[src/rtl/pipelined_cla_addsub_if.sv]
// Operand/result bundle for the pipelined CLA adder/subtractor.
// Latency: none; this file only carries signals between producer and consumer.
// Backpressure: in_ready/out_ready carry the global stall in both directions.
interface pipelined_cla_addsub_if #(
    parameter int WIDTH = 32
);
    logic             in_valid;
    logic             in_ready;
    logic [WIDTH-1:0] a;
    logic [WIDTH-1:0] b;
    logic             cin;
    logic             sub;
    logic             out_valid;
    logic             out_ready;
    logic [WIDTH-1:0] sum;
    logic             cout;
    logic             ovf;
    logic             zero;

    // Producer side: issues operands and consumes results.
    modport master (
        output in_valid, a, b, cin, sub, out_ready,
        input  in_ready, out_valid, sum, cout, ovf, zero
    );

    // Arithmetic block side.
    modport slave (
        input  in_valid, a, b, cin, sub, out_ready,
        output in_ready, out_valid, sum, cout, ovf, zero
    );
endinterface

[src/rtl/pipelined_cla_addsub.sv]
// Pipelined carry-lookahead adder/subtractor: one WIDTH/STAGES-bit slice per stage, status flags at the end.
// Latency: STAGES cycles from accept to out_valid; one operation per cycle when not stalled.
// Backpressure: global stall, in_ready = ~out_valid | out_ready; every stage holds when it is low.
module pipelined_cla_addsub #(
    parameter int WIDTH  = 32,
    parameter int STAGES = 4,
    parameter int GROUP  = 4
) (
    input  logic                   clk,
    input  logic                   rst_n,
    pipelined_cla_addsub_if.slave  bus
);
    localparam int SW = WIDTH / STAGES;
    localparam int NG = SW / GROUP;

    if ((WIDTH % STAGES) != 0) begin : g_chk_stages
        $error("pipelined_cla_addsub: WIDTH must be a multiple of STAGES");
    end
    if ((SW % GROUP) != 0) begin : g_chk_group
        $error("pipelined_cla_addsub: GROUP must divide WIDTH/STAGES");
    end

    // Two-level lookahead slice adder: group G/P, then group carries, then bit carries.
    // Returns {carry_out, sum}.
    function automatic logic [SW:0] cla_add(input logic [SW-1:0] x,
                                            input logic [SW-1:0] y,
                                            input logic          ci);
        logic [SW-1:0] g;
        logic [SW-1:0] p;
        logic [SW-1:0] c;
        logic [NG-1:0] gg;
        logic [NG-1:0] gp;
        logic [NG:0]   gc;
        logic          t;
        logic          pr;
        g  = x & y;
        p  = x ^ y;
        c  = '0;
        gg = '0;
        gp = '0;
        gc = '0;
        for (int j = 0; j < NG; j++) begin
            t  = 1'b0;
            pr = 1'b1;
            for (int i = GROUP - 1; i >= 0; i--) begin
                t  = t | (pr & g[j*GROUP + i]);
                pr = pr & p[j*GROUP + i];
            end
            gg[j] = t;
            gp[j] = pr;
        end
        gc[0] = ci;
        for (int j = 1; j <= NG; j++) begin
            t  = 1'b0;
            pr = 1'b1;
            for (int m = j - 1; m >= 0; m--) begin
                t  = t | (pr & gg[m]);
                pr = pr & gp[m];
            end
            gc[j] = t | (pr & ci);
        end
        for (int j = 0; j < NG; j++) begin
            for (int i = 0; i < GROUP; i++) begin
                t  = 1'b0;
                pr = 1'b1;
                for (int m = i - 1; m >= 0; m--) begin
                    t  = t | (pr & g[j*GROUP + m]);
                    pr = pr & p[j*GROUP + m];
                end
                c[j*GROUP + i] = t | (pr & gc[j]);
            end
        end
        return {gc[NG], p ^ c};
    endfunction

    logic             advance;
    logic [WIDTH-1:0] b_eff;
    logic             c0;
    logic             ovf_q;
    logic             zero_q;

    // Subtraction is a + ~b + ~cin, so a borrow-in becomes an inverted carry-in.
    assign b_eff   = bus.sub ? ~bus.b : bus.b;
    assign c0      = bus.sub ? ~bus.cin : bus.cin;
    assign advance = ~g_stage[STAGES-1].v_q | bus.out_ready;

    // Each stage consumes the low slice of a rotating accumulator: operand A slices
    // shift down while finished sum slices enter at the top, so after the last
    // stage the accumulator holds the full sum in bit order. B only keeps the
    // slices still to be added, so its register shrinks stage by stage.
    for (genvar k = 0; k < STAGES; k++) begin : g_stage
        localparam int REM = WIDTH - k*SW;

        logic [WIDTH-1:0] acc_in;
        logic [REM-1:0]   b_in;
        logic             c_in;
        logic             v_in;
        logic [SW:0]      slice_res;
        logic [WIDTH-1:0] acc_d;
        logic             c_d;
        logic [WIDTH-1:0] acc_q;
        logic             c_q;
        logic             v_q;

        if (k == 0) begin : g_src
            assign acc_in = bus.a;
            assign b_in   = b_eff;
            assign c_in   = c0;
            assign v_in   = bus.in_valid;
        end else begin : g_src
            assign acc_in = g_stage[k-1].acc_q;
            assign b_in   = g_stage[k-1].g_fwd.b_q;
            assign c_in   = g_stage[k-1].c_q;
            assign v_in   = g_stage[k-1].v_q;
        end

        assign slice_res = cla_add(acc_in[SW-1:0], b_in[SW-1:0], c_in);
        assign c_d       = slice_res[SW];

        if (SW == WIDTH) begin : g_one
            assign acc_d = slice_res[SW-1:0];
        end else begin : g_rot
            assign acc_d = {slice_res[SW-1:0], acc_in[WIDTH-1:SW]};
        end

        // Stage occupancy: bubbles travel as invalid entries, everything holds on stall.
        always_ff @(posedge clk) begin
            if (!rst_n) begin
                v_q <= 1'b0;
            end else if (advance) begin
                v_q <= v_in;
            end
        end

        // Partial sum and slice carry, captured only for valid entries so the
        // final stage keeps its last result while out_valid is low.
        always_ff @(posedge clk) begin
            if (!rst_n) begin
                acc_q <= '0;
                c_q   <= 1'b0;
            end else if (advance && v_in) begin
                acc_q <= acc_d;
                c_q   <= c_d;
            end
        end

        if (k < STAGES - 1) begin : g_fwd
            logic [REM-SW-1:0] b_q;

            // Remaining B slices for the later stages.
            always_ff @(posedge clk) begin
                if (!rst_n) begin
                    b_q <= '0;
                end else if (advance && v_in) begin
                    b_q <= b_in[REM-1:SW];
                end
            end
        end else begin : g_flags
            logic ovf_d;
            logic zero_d;

            // The last slice still holds the operand sign bits in its top position.
            assign ovf_d  = (acc_in[SW-1] == b_in[SW-1]) && (slice_res[SW-1] != acc_in[SW-1]);
            assign zero_d = ~|acc_d;

            // Status flags registered alongside the final sum.
            always_ff @(posedge clk) begin
                if (!rst_n) begin
                    ovf_q  <= 1'b0;
                    zero_q <= 1'b0;
                end else if (advance && v_in) begin
                    ovf_q  <= ovf_d;
                    zero_q <= zero_d;
                end
            end
        end
    end

    assign bus.in_ready  = advance;
    assign bus.out_valid = g_stage[STAGES-1].v_q;
    assign bus.sum       = g_stage[STAGES-1].acc_q;
    assign bus.cout      = g_stage[STAGES-1].c_q;
    assign bus.ovf       = ovf_q;
    assign bus.zero      = zero_q;
endmodule

[src/flat_wrapper.sv]
// flat-port wrapper written by rule: the top's interface ports become plain ports
module pipelined_cla_addsub_flat 
#(
    parameter int WIDTH  = 32,
    parameter int STAGES = 4,
    parameter int GROUP  = 4
)
  (clk, rst_n, bus_in_valid, bus_a, bus_b, bus_cin, bus_sub, bus_out_ready, bus_in_ready, bus_out_valid, bus_sum, bus_cout, bus_ovf, bus_zero);
  pipelined_cla_addsub_if #(.WIDTH(WIDTH)) bus_i ();
  input  logic clk;
  input  logic rst_n;
  input wire logic [$bits(bus_i.in_valid)-1:0] bus_in_valid;
  input wire logic [$bits(bus_i.a)-1:0] bus_a;
  input wire logic [$bits(bus_i.b)-1:0] bus_b;
  input wire logic [$bits(bus_i.cin)-1:0] bus_cin;
  input wire logic [$bits(bus_i.sub)-1:0] bus_sub;
  input wire logic [$bits(bus_i.out_ready)-1:0] bus_out_ready;
  output wire logic [$bits(bus_i.in_ready)-1:0] bus_in_ready;
  output wire logic [$bits(bus_i.out_valid)-1:0] bus_out_valid;
  output wire logic [$bits(bus_i.sum)-1:0] bus_sum;
  output wire logic [$bits(bus_i.cout)-1:0] bus_cout;
  output wire logic [$bits(bus_i.ovf)-1:0] bus_ovf;
  output wire logic [$bits(bus_i.zero)-1:0] bus_zero;
  assign bus_i.in_valid = bus_in_valid;
  assign bus_i.a = bus_a;
  assign bus_i.b = bus_b;
  assign bus_i.cin = bus_cin;
  assign bus_i.sub = bus_sub;
  assign bus_i.out_ready = bus_out_ready;
  assign bus_in_ready = bus_i.in_ready;
  assign bus_out_valid = bus_i.out_valid;
  assign bus_sum = bus_i.sum;
  assign bus_cout = bus_i.cout;
  assign bus_ovf = bus_i.ovf;
  assign bus_zero = bus_i.zero;
  pipelined_cla_addsub #(.WIDTH(WIDTH), .STAGES(STAGES), .GROUP(GROUP)) u_core (.clk(clk), .rst_n(rst_n), .bus(bus_i));
endmodule
[config.mk]
export PLATFORM = sky130hd
export DESIGN_NAME = pipelined_cla_addsub_flat
export DESIGN_NICKNAME = d
export VERILOG_FILES = /design/src/rtl/pipelined_cla_addsub_if.sv /design/src/rtl/pipelined_cla_addsub.sv /design/src/flat_wrapper.sv
export SDC_FILE = /design/constraint.sdc
export NUM_CORES = 1
export LEC_CHECK = 0
export CAP_MARGIN = 20
export CORE_MARGIN = 10
export CORE_UTILIZATION = 56
export CTS_CLUSTER_SIZE = 16
export DETAILED_ROUTE_END_ITERATION = 7
export PLACE_DENSITY = 0.87
export SLEW_MARGIN = 20
export SYNTH_ARGS = -nofsm -noshare
export SYNTH_HDL_FRONTEND = slang
export SYNTH_SLANG_ARGS = --single-unit
[constraint.sdc]
create_clock -name clk -period 3 [get_ports clk]
set_input_delay 0.3 -clock clk [delete_from_list [all_inputs] [get_ports clk]]
set_output_delay 0.3 -clock clk [all_outputs]
set_load 0.05 [all_outputs]
After elaboration in Yosys (flattened, before gate mapping)
Cells that the tools add are included.

$add $sub $neg: 0. $mul: 0. Div/mod/pow operators: 0. $lt $le $gt $ge: 0. Equal/unequal tests: 2. Shift operators: 0. Multiplexer cells: 2. Bitwise gates (word level): 236. Reductions and logical operators: 7.

Operator list (count): $and 1x1->1 (136); $or 1x1->1 (85); $xor 8x8->8 (8); $and 8x8->8 (4); $mux 32 (1); $not 32->32 (1); $reduce_or 32->1 (1); $logic_and 1x1->1 (5); $not 1->1 (2); $eq 1x1->1 (1); $logic_not 1->1 (1); $mux 1 (1); $ne 1x1->1 (1).

Register bits: 186. Latch bits: 0. RAM bits: 0. ROM bits: 0. Output and inout port bits: 37. Logic and storage cells: 264. Memories kept: 0.

Depth between registers and ports, before layout
Gate-level depths: netlist of run 1.

Depth in word-level cells: 11. Gate-level depth with buffers: 11.

Worst setup path before layout of run 1
OpenSTA, ideal clock, no wires.

Path type: register to register. Start point: register u_core.g_stage[2].g_fwd.b_q[0]. End point: register u_core.zero_q, in the netlist u_core.bus.zero. Arrival: 2.472 ns. Data required time: 2.924 ns. Path slack: 0.452 ns. Cell stages (with the launch flop): 11. Clock period less this slack: 2.548 ns. Cells stage by stage: dfxtp_1 -> ha_1 -> a211oi_2 -> o21bai_1 -> a21o_1 -> fa_1 -> nor4_1 -> nand4_1 -> nor4_1 -> o2111ai_1 -> a21boi_0.

Elaborated cells between the ends (all ways): 28. Classes of those cells: 26 x bitwise; 2 x reduce/logical.

RTL lines: start, declared (RTL line pipelined_cla_addsub.sv:148) `logic [REM-SW-1:0] b_q;`; start signal, assigned (RTL line pipelined_cla_addsub.sv:155) `b_q <= b_in[REM-1:SW];`; $and 8x8->8 / $xor 8x8->8 (equally long branches) (RTL line pipelined_cla_addsub.sv:36, pipelined_cla_addsub.sv:37); $and 1x1->1 (on tied branches) (RTL line pipelined_cla_addsub.sv:46, pipelined_cla_addsub.sv:47); $or 1x1->1 / $and 1x1->1 (equally long branches) (RTL line pipelined_cla_addsub.sv:46, pipelined_cla_addsub.sv:60); $or 1x1->1 (*) (RTL line pipelined_cla_addsub.sv:60) `gc[j] = t | (pr & ci);`; $xor 8x8->8 (*) (RTL line pipelined_cla_addsub.sv:73) `return {gc[NG], p ^ c};`; named net u_core.g_stage[3].acc_d[28] (RTL line pipelined_cla_addsub.sv:99) `logic [WIDTH-1:0] acc_d;`; $reduce_or 32->1 (*) (RTL line pipelined_cla_addsub.sv:164) `assign zero_d = ~|acc_d;`; $logic_not 1->1 (*) (RTL line pipelined_cla_addsub.sv:164); end signal, assigned (RTL line pipelined_cla_addsub.sv:173) `zero_q <= zero_d;`; end, declared (RTL line pipelined_cla_addsub.sv:80) `logic zero_q;`.

Mark *: on every way through the listed nets, which the timed path passes. The rest lies on a longest branch. A chain may end at the register's enable or synchronous reset.

Final worst setup path of run 1
Ends and elaborated chain as after synthesis.

==> results of run 1 <==
[metal layers]
metal | GRT usage, % | up-vias | routed length, um
met2 | 27.1 | 169 | 7880
met1 | 25.0 | 3095 | 9000
met3 | 5.17 | 23 | 1050
met4 | 5.27 | 0 | 277
li1 | - | 3448 | -
met5 | 0 | - | 0
[cell type report]
| class | instances | area (um^2) |
|---|---|---|
| clock buffers | 23 | 508 |
| multi-input cells | 710 | 4400 |
| inverters | 15 | 56.3 |
| flip-flops and latches | 186 | 3720 |
| clock inverters | 9 | 111 |
| repair buffers | 124 | 1210 |
| fillers | 1136 | 4400 |
| well taps | 184 | 230 |
[sequential cells by signal, indices dropped and copies added (netlist names)]
name                      cells
u_core.bus.out_valid          1
u_core.bus.sum               32
u_core.bus.ovf                1
u_core.bus.zero               1
u_core.bus.cout               1
u_core.g_stage.c_q            3
u_core.g_stage.v_q            3
u_core.g_stage.g_fwd.b_q     48
u_core.g_stage.acc_q         96
[worst paths after layout]
| check | startpoint | cells past startpoint | end | slack, ns |
|---|---|---|---|---|
| worst min-delay path | rst_n | 2 | u_core.bus.sum[24]$_SDFFE_PN0P_ | 0.41 |
| worst min register to register | u_core.bus.sum[23]$_SDFFE_PN0P_ | 2 | u_core.bus.sum[23]$_SDFFE_PN0P_ | 0.45 |
| worst max-delay path | u_core.g_stage[2].g_fwd.b_q[0]$_SDFFE_PN0P_ | 10 | u_core.bus.zero$_SDFFE_PN0P_ | 0.23 |
| worst max register to register | u_core.g_stage[2].g_fwd.b_q[0]$_SDFFE_PN0P_ | 10 | u_core.bus.zero$_SDFFE_PN0P_ | 0.23 |
[power by group through the flow]
stage	clock network (mW)	registers [mW]	logic, mW
after floorplan	0	2.67	0.392
after detailed placement	0	2.68	0.583
final	2.28	2.63	0.588
after CTS	2.32	2.63	0.590
after global placement	0	2.68	0.566
after global routing	2.43	2.64	0.658
[repair_timing]
action	in CTS	in global routing
gates resized for setup	0	2
endpoints found under the setup margin	0	1
hold endpoints to repair	0	0
[cells in the final DEF (no fill, tap or decap), types with 6 or more instances in the layout]
cell,n
and2_1,13
xor2_1,11
clkbuf_16,17
a21oi_1,10
o211a_1,31
inv_1,14
dfxtp_1,186
buf_4,17
nor2_1,17
clkdlybuf4s50_1,104
o21ai_0,17
ha_1,32
nand2_1,304
clkbuf_8,6
nand3_1,21
a21o_1,10
xnor2_1,35
fa_1,8
nand4_1,6
a21boi_0,127
[synthesized netlist by cell type (2+ instances only)]
master	count	area, um^2
xnor2_1	35	307
fa_1	8	160
nor3b_1	3	22.5
nand3_1	21	105
o211ai_1	4	30.0
a21oi_1	10	50.1
o21ai_1	3	15.0
and4b_1	2	20.0
a211o_1	3	26.3
o31ai_1	4	30.0
a31oi_1	4	25.0
nor2_1	17	63.8
nor3_1	4	20.0
a21boi_0	127	953
a211oi_1	5	37.5
o21bai_1	4	30.0
nand3b_1	3	22.5
buf_2	31	155
nand2_1	304	1140
xor2_1	11	96.3
ha_1	32	400
nor4_1	6	37.5
a21boi_1	4	30.0
o21ai_0	17	85.1
nand4b_1	2	17.5
inv_1	14	52.6
a21o_1	10	75.1
dfxtp_1	186	3720
nand4_1	6	37.5
buf_1	6	22.5
o211a_1	31	310
and2_1	14	87.6
clkbuf_1	29	109
[cells by family after synthesis]
group / share of synthesized area, %
AOI/OAI and AO/OA: 20.9
and+or+nand+nor: 19.4
DFF: 44.0
adders and majority gates: 6.62
xor gates and xnor gates: 4.95
buffers and inverters: 4.14
==> impl_metrics.tcl, run 1 <==
set metrics [dict create \
    synth-edff-count 0 \
    area_growth_pct 21.1 \
    fin_cells 1251 \
    seq_area_frac_synth_pct 44.0 \
    first_iter_violations 433 \
    clock-sinks 186 \
    cts_root_buffer "clkbuf_16" \
    routed_wl_um 18200 \
    place_worst_setup_slack_ns 0.189 \
    worstSkewPairLatency_ns 0.43 \
    ys.flop_type "dfxtp_1" \
    hold_viol_final 0 \
    crit_family "compound AO/OA/AOI/OAI gates" \
    cp_num_buf_inv 0 \
    dieHeight_um 143 \
    leakage_nw 4.09 \
    power.switching_mw 1.29 \
    fin_crit_ns 2.77 \
    cts_made_buffers 17 \
    totalPowerFinal_mw 5.50 \
    ys_seq_elements 186 \
    drive_above_1_share_pct 5.81 \
    synth_fp_nets 1088 \
    cp-end-kind "register" \
    stdcell_area_um2 10200 \
    status "finished clean" \
    yosysWarnings 0 \
    core_area_um2 14600 \
    dieArea_um2 20400 \
    yosys.cell_types.count 51 \
    slew_viol_final 0 \
    cap_viol_max_count 0 \
    grt_pass1_vias 6382 \
    cts_tree "yes" \
    gr-total-overflow 0 \
    setup_violations 0 \
    worst_hold_slack_ns 0.405 \
    clk_path_buf_depth 2 \
    fmax_mhz 361 \
    clk_pin_slew_ns 0.07 \
    final_nets 1164 \
    crit_chain "ha_1, a211oi_4, o21bai_1, a21o_1, fa_1, nor4_1, nand4_1, nor4_2, o2111ai_1, a21boi_0" \
    worst_slack_ns 0.231 \
    netlist_instances 978 \
    fin_worst_skew_ns 0.00642 \
    numPortBuffers 106 \
    finalCritPeriodShare_pct 92.3 \
    crit_path_top_delay_cell "fa_1" \
    gp_congestion 0.849 \
    vias_per_cell 5.38 \
    async_reset_ff_share_pct 0 \
    rows 44 \
    dp_hpwl_um 13200 \
    grt_pass1_wl_um 30700 \
    routedWlPerCell_um 14.6 \
    initial_utilization_pct 57.8 \
    p_int_mw 4.22 \
    vias 6735 \
    p_comb_share_pct 10.7 \
    powerDensity_nw_per_um2 537 \
    swShare_pct 23.4 \
    fin_tns_setup_ns 0 \
    cts_setup_buffers 0 \
    power_frac_seq_pct 47.8 \
    worst_slew_pin_slew_ns 0.633 \
    die_x_um 143 \
    max_stage_delay_ns 0.50 \
    antenna_found_initial 0 \
    critPathKind "reg -> reg" \
    power.clock.fraction_pct 41.5 \
    drt_first_pass_iters 5 \
    drcViolationCount 0 \
    path_max_fanout 3 \
    htreeDepth 4 \
    vdd_drop_max_mv 0.418 \
    hold_class "in -> reg" \
    ios 107 \
    grt_setup_unrepaired "no" \
    relSlewSlack_pct 57.8 \
    gr-usage-all-layers_pct 18.2 \
    hold_buffers 0 \
    ant_nets 0 \
    n_antenna_cell 0 \
    synth_area_per_cell_um2 8.65 \
    start_kind "register" \
    cp.required_ns 3.36 \
    grt_max_degree 68 \
    netlist_area_um2 8460 \
    fin_util_pct 70.0 \
    arrival_ns 3.13 \
    dp_cells 1219 \
    place_area_um2 9610 \
]
(Power assumes the default switching activity.)
==> inputs of run 2 (changes only) <==
- ABC_AREA: unset -> 1
- CORE_UTILIZATION: 56 -> 55
- PLACE_DENSITY: 0.87 -> 0.86
- REMOVE_ABC_BUFFERS: unset -> 1
==> impl_metrics.tcl, run 2 <==
set metrics [dict create \
    gp_congestion 0.825 \
    grt_setup_unrepaired "no" \
    cts_resized 0 \
    leakage_nw 4.24 \
    muxShareOfSynthArea_pct 0 \
    synth_compound_area_share_pct 17.2 \
    fin_worst_skew_ns 0.00529 \
    fin_util_pct 68.2 \
    synthAdderAreaFrac_pct 6.88 \
    numPortBuffers 106 \
    netlist_instances 1041 \
    cts_made_buffers 17 \
    core_area_um2 14500 \
    slew_viol_final 0 \
    drt_first_pass_iters 5 \
    power.clock.fraction_pct 39.6 \
    fmax_mhz 421 \
    antenna_found_initial 0 \
    fin_crit_ns 2.37 \
    ys_top_cells_by_count "216 x nor2_1, 186 x dfxtp_1, 152 x o21ai_0, 87 x a21oi_1, 80 x inv_1" \
    largest_reg_flops 96 \
    cts_tree "yes" \
    synth-simple-area-share_pct 18.0 \
    path_max_fanout 6 \
    swShare_pct 25.0 \
    yosysWarnings 0 \
    ys.flop_type "dfxtp_1" \
    synthTopCellsByArea "dfxtp_1 46%, nor2_1 10%, o21ai_0 9.3%, a21oi_1 5.3%, ha_1 4.9%" \
    wl_met1_um 7730 \
    synth_top_family_by_area "simple AND/OR/NAND/NOR gates" \
    vdd_drop_max_mv 0.459 \
    n_antenna_cell 0 \
    hold_buffers 0 \
    dieArea_um2 20100 \
    nFillCells 1185 \
    vias_per_cell 5.28 \
    top_register "u_core.g_stage.acc_q" \
    grt_pass1_wl_um 30700 \
    multi_input_area_um2 3830 \
    async_reset_ff_share_pct 0 \
    ios 107 \
    gr-usage-all-layers_pct 18.5 \
    critPathKind "reg -> reg" \
    drive_above_1_share_pct 5.31 \
    dp_hpwl_um 12400 \
    p_comb_share_pct 14.6 \
    power.switching_mw 1.47 \
    p_int_mw 4.43 \
    synth_top_area_cell "dfxtp_1" \
    grt_pass1_vias 6745 \
    powerDensity_nw_per_um2 595 \
    totalPowerFinal_mw 5.90 \
    drcViolationCount 0 \
    finalCritPeriodShare_pct 79.1 \
    rows 44 \
    place_area_um2 9290 \
    area_growth_pct 21.7 \
    clk_pin_slew_ns 0.06 \
    power_frac_seq_pct 45.9 \
    synth-edff-count 0 \
    clk_path_buf_depth 2 \
    start_kind "register" \
    cap_viol_max_count 0 \
    htreeDepth 4 \
    netlist_area_um2 8150 \
    status "finished clean" \
    dr_wl_met2_um 9530 \
    ant_nets 0 \
    clock-sinks 186 \
    first_iter_violations 524 \
    dieHeight_um 142 \
    synthXorXnorAreaFrac_pct 4.94 \
    yosys.cell_types.count 32 \
    yosysTopAreaCellShare_pct 45.7 \
    setup_violations 0 \
    cts_setup_buffers 0 \
    fin_tns_setup_ns 0 \
    seq_area_frac_synth_pct 45.7 \
    gr-total-overflow 0 \
    cp-end-kind "register" \
    die_x_um 142 \
    initial_utilization_pct 56.1 \
    routed_wl_um 18600 \
    synth_area_per_cell_um2 7.83 \
    routedWlPerCell_um 14.2 \
    routed.top_layer "met4" \
    stdcell_area_um2 9920 \
    final_nets 1228 \
    synth_most_common_cell "nor2_1" \
    hold_class "in -> reg" \
    cts_root_buffer "clkbuf_16" \
    regArea_um2 3720 \
    worst_slew_pin_slew_ns 0.776 \
    relSlewSlack_pct 48.3 \
    cp.required_ns 3.36 \
    wl_met3_um 1010 \
    vias 6943 \
    hold_viol_final 0 \
    worstSkewPairLatency_ns 0.43 \
    arrival_ns 2.73 \
    final_common_cell "nor2_1" \
    grt_max_degree 80 \
    ys_seq_elements 186 \
    final_cell_mix "216 x nor2_1, 186 x dfxtp_1, 152 x o21ai_0" \
]
==> run 2: metal layers <==
| layer | GRT usage [%] | vias to the layer above |
|---|---|---|
| met5 | 0 | - |
| met4 | 6.56 | 0 |
| met3 | 4.84 | 27 |
| met2 | 32.8 | 162 |
| met1 | 20.8 | 3197 |
| li1 | - | 3557 |
==> run 2: critical path, cell delays in order (launching register included) <==
cell      delay (ns)
dfxtp_1         0.31
ha_1            0.35
nand2_1         0.12
clkinv_1        0.07
nand3_1         0.10
nand2_2         0.10
fa_1            0.50
nor3b_1         0.19
nand2_1         0.07
nor2_1          0.09
nand3_1         0.09
nor2_2          0.11
nand3_2         0.07
a21oi_2         0.11
==> run 2: final timing paths <==
path                                                             startpoint                                       end  slack (ns)  cells after the start
worst min-delay path                                                  rst_n  u_core.g_stage[0].acc_q[19]$_SDFFE_PN0P_        0.41                      3
worst max-delay path            u_core.g_stage[2].g_fwd.b_q[2]$_SDFFE_PN0P_              u_core.bus.zero$_SDFFE_PN0P_        0.63                     13
worst max register to register  u_core.g_stage[2].g_fwd.b_q[2]$_SDFFE_PN0P_              u_core.bus.zero$_SDFFE_PN0P_        0.63                     13
worst min register to register     u_core.g_stage[0].acc_q[27]$_SDFFE_PN0P_  u_core.g_stage[1].acc_q[19]$_SDFFE_PN0P_        0.45                      2
==> run 2: power by group through the flow <==
stage | Clock, mW | Sequential (mW) | Combinational [mW]
floorplan | 0 | 2.80 | 0.496
global placement | 0 | 2.75 | 0.827
detailed placement | 0 | 2.76 | 0.852
CTS | 2.36 | 2.70 | 0.863
global route | 2.47 | 2.72 | 0.970
finish | 2.34 | 2.71 | 0.860
==> run 2: cell families after synthesis <==
logic type,Yosys count
xor gates and xnor gates,46
adders and majority gates,40
buffers and inverters,146
DFF,186
and+or+nand+nor,356
AOI/OAI and AO/OA,267
==> run 2: per-stage QoR <==
stage / setup WS [ns] / hold slack [ns] / instances
5_1_grt: 0.436 / 0.464 / 1315
3_5_place_dp: 0.442 / 0.444 / 1283
4_1_cts: 0.620 / 0.410 / 1315
3_3_place_gp: 0.525 / 0.439 / 1283
2_1_floorplan: 0.0434 / 0.429 / 981
6_report: 0.627 / 0.406 / 1315
==> run 2: final cells by class <==
| class | count | area share (%) |
|---|---|---|
| Multi-Input combinational cell | 709 | 38.7 |
| Inverter | 86 | 3.25 |
| Clock inverter | 7 | 1.11 |
| Tap cell | 184 | 2.32 |
| Clock buffer | 25 | 5.20 |
| Sequential cell | 186 | 37.5 |
| Timing Repair Buffer | 118 | 11.9 |
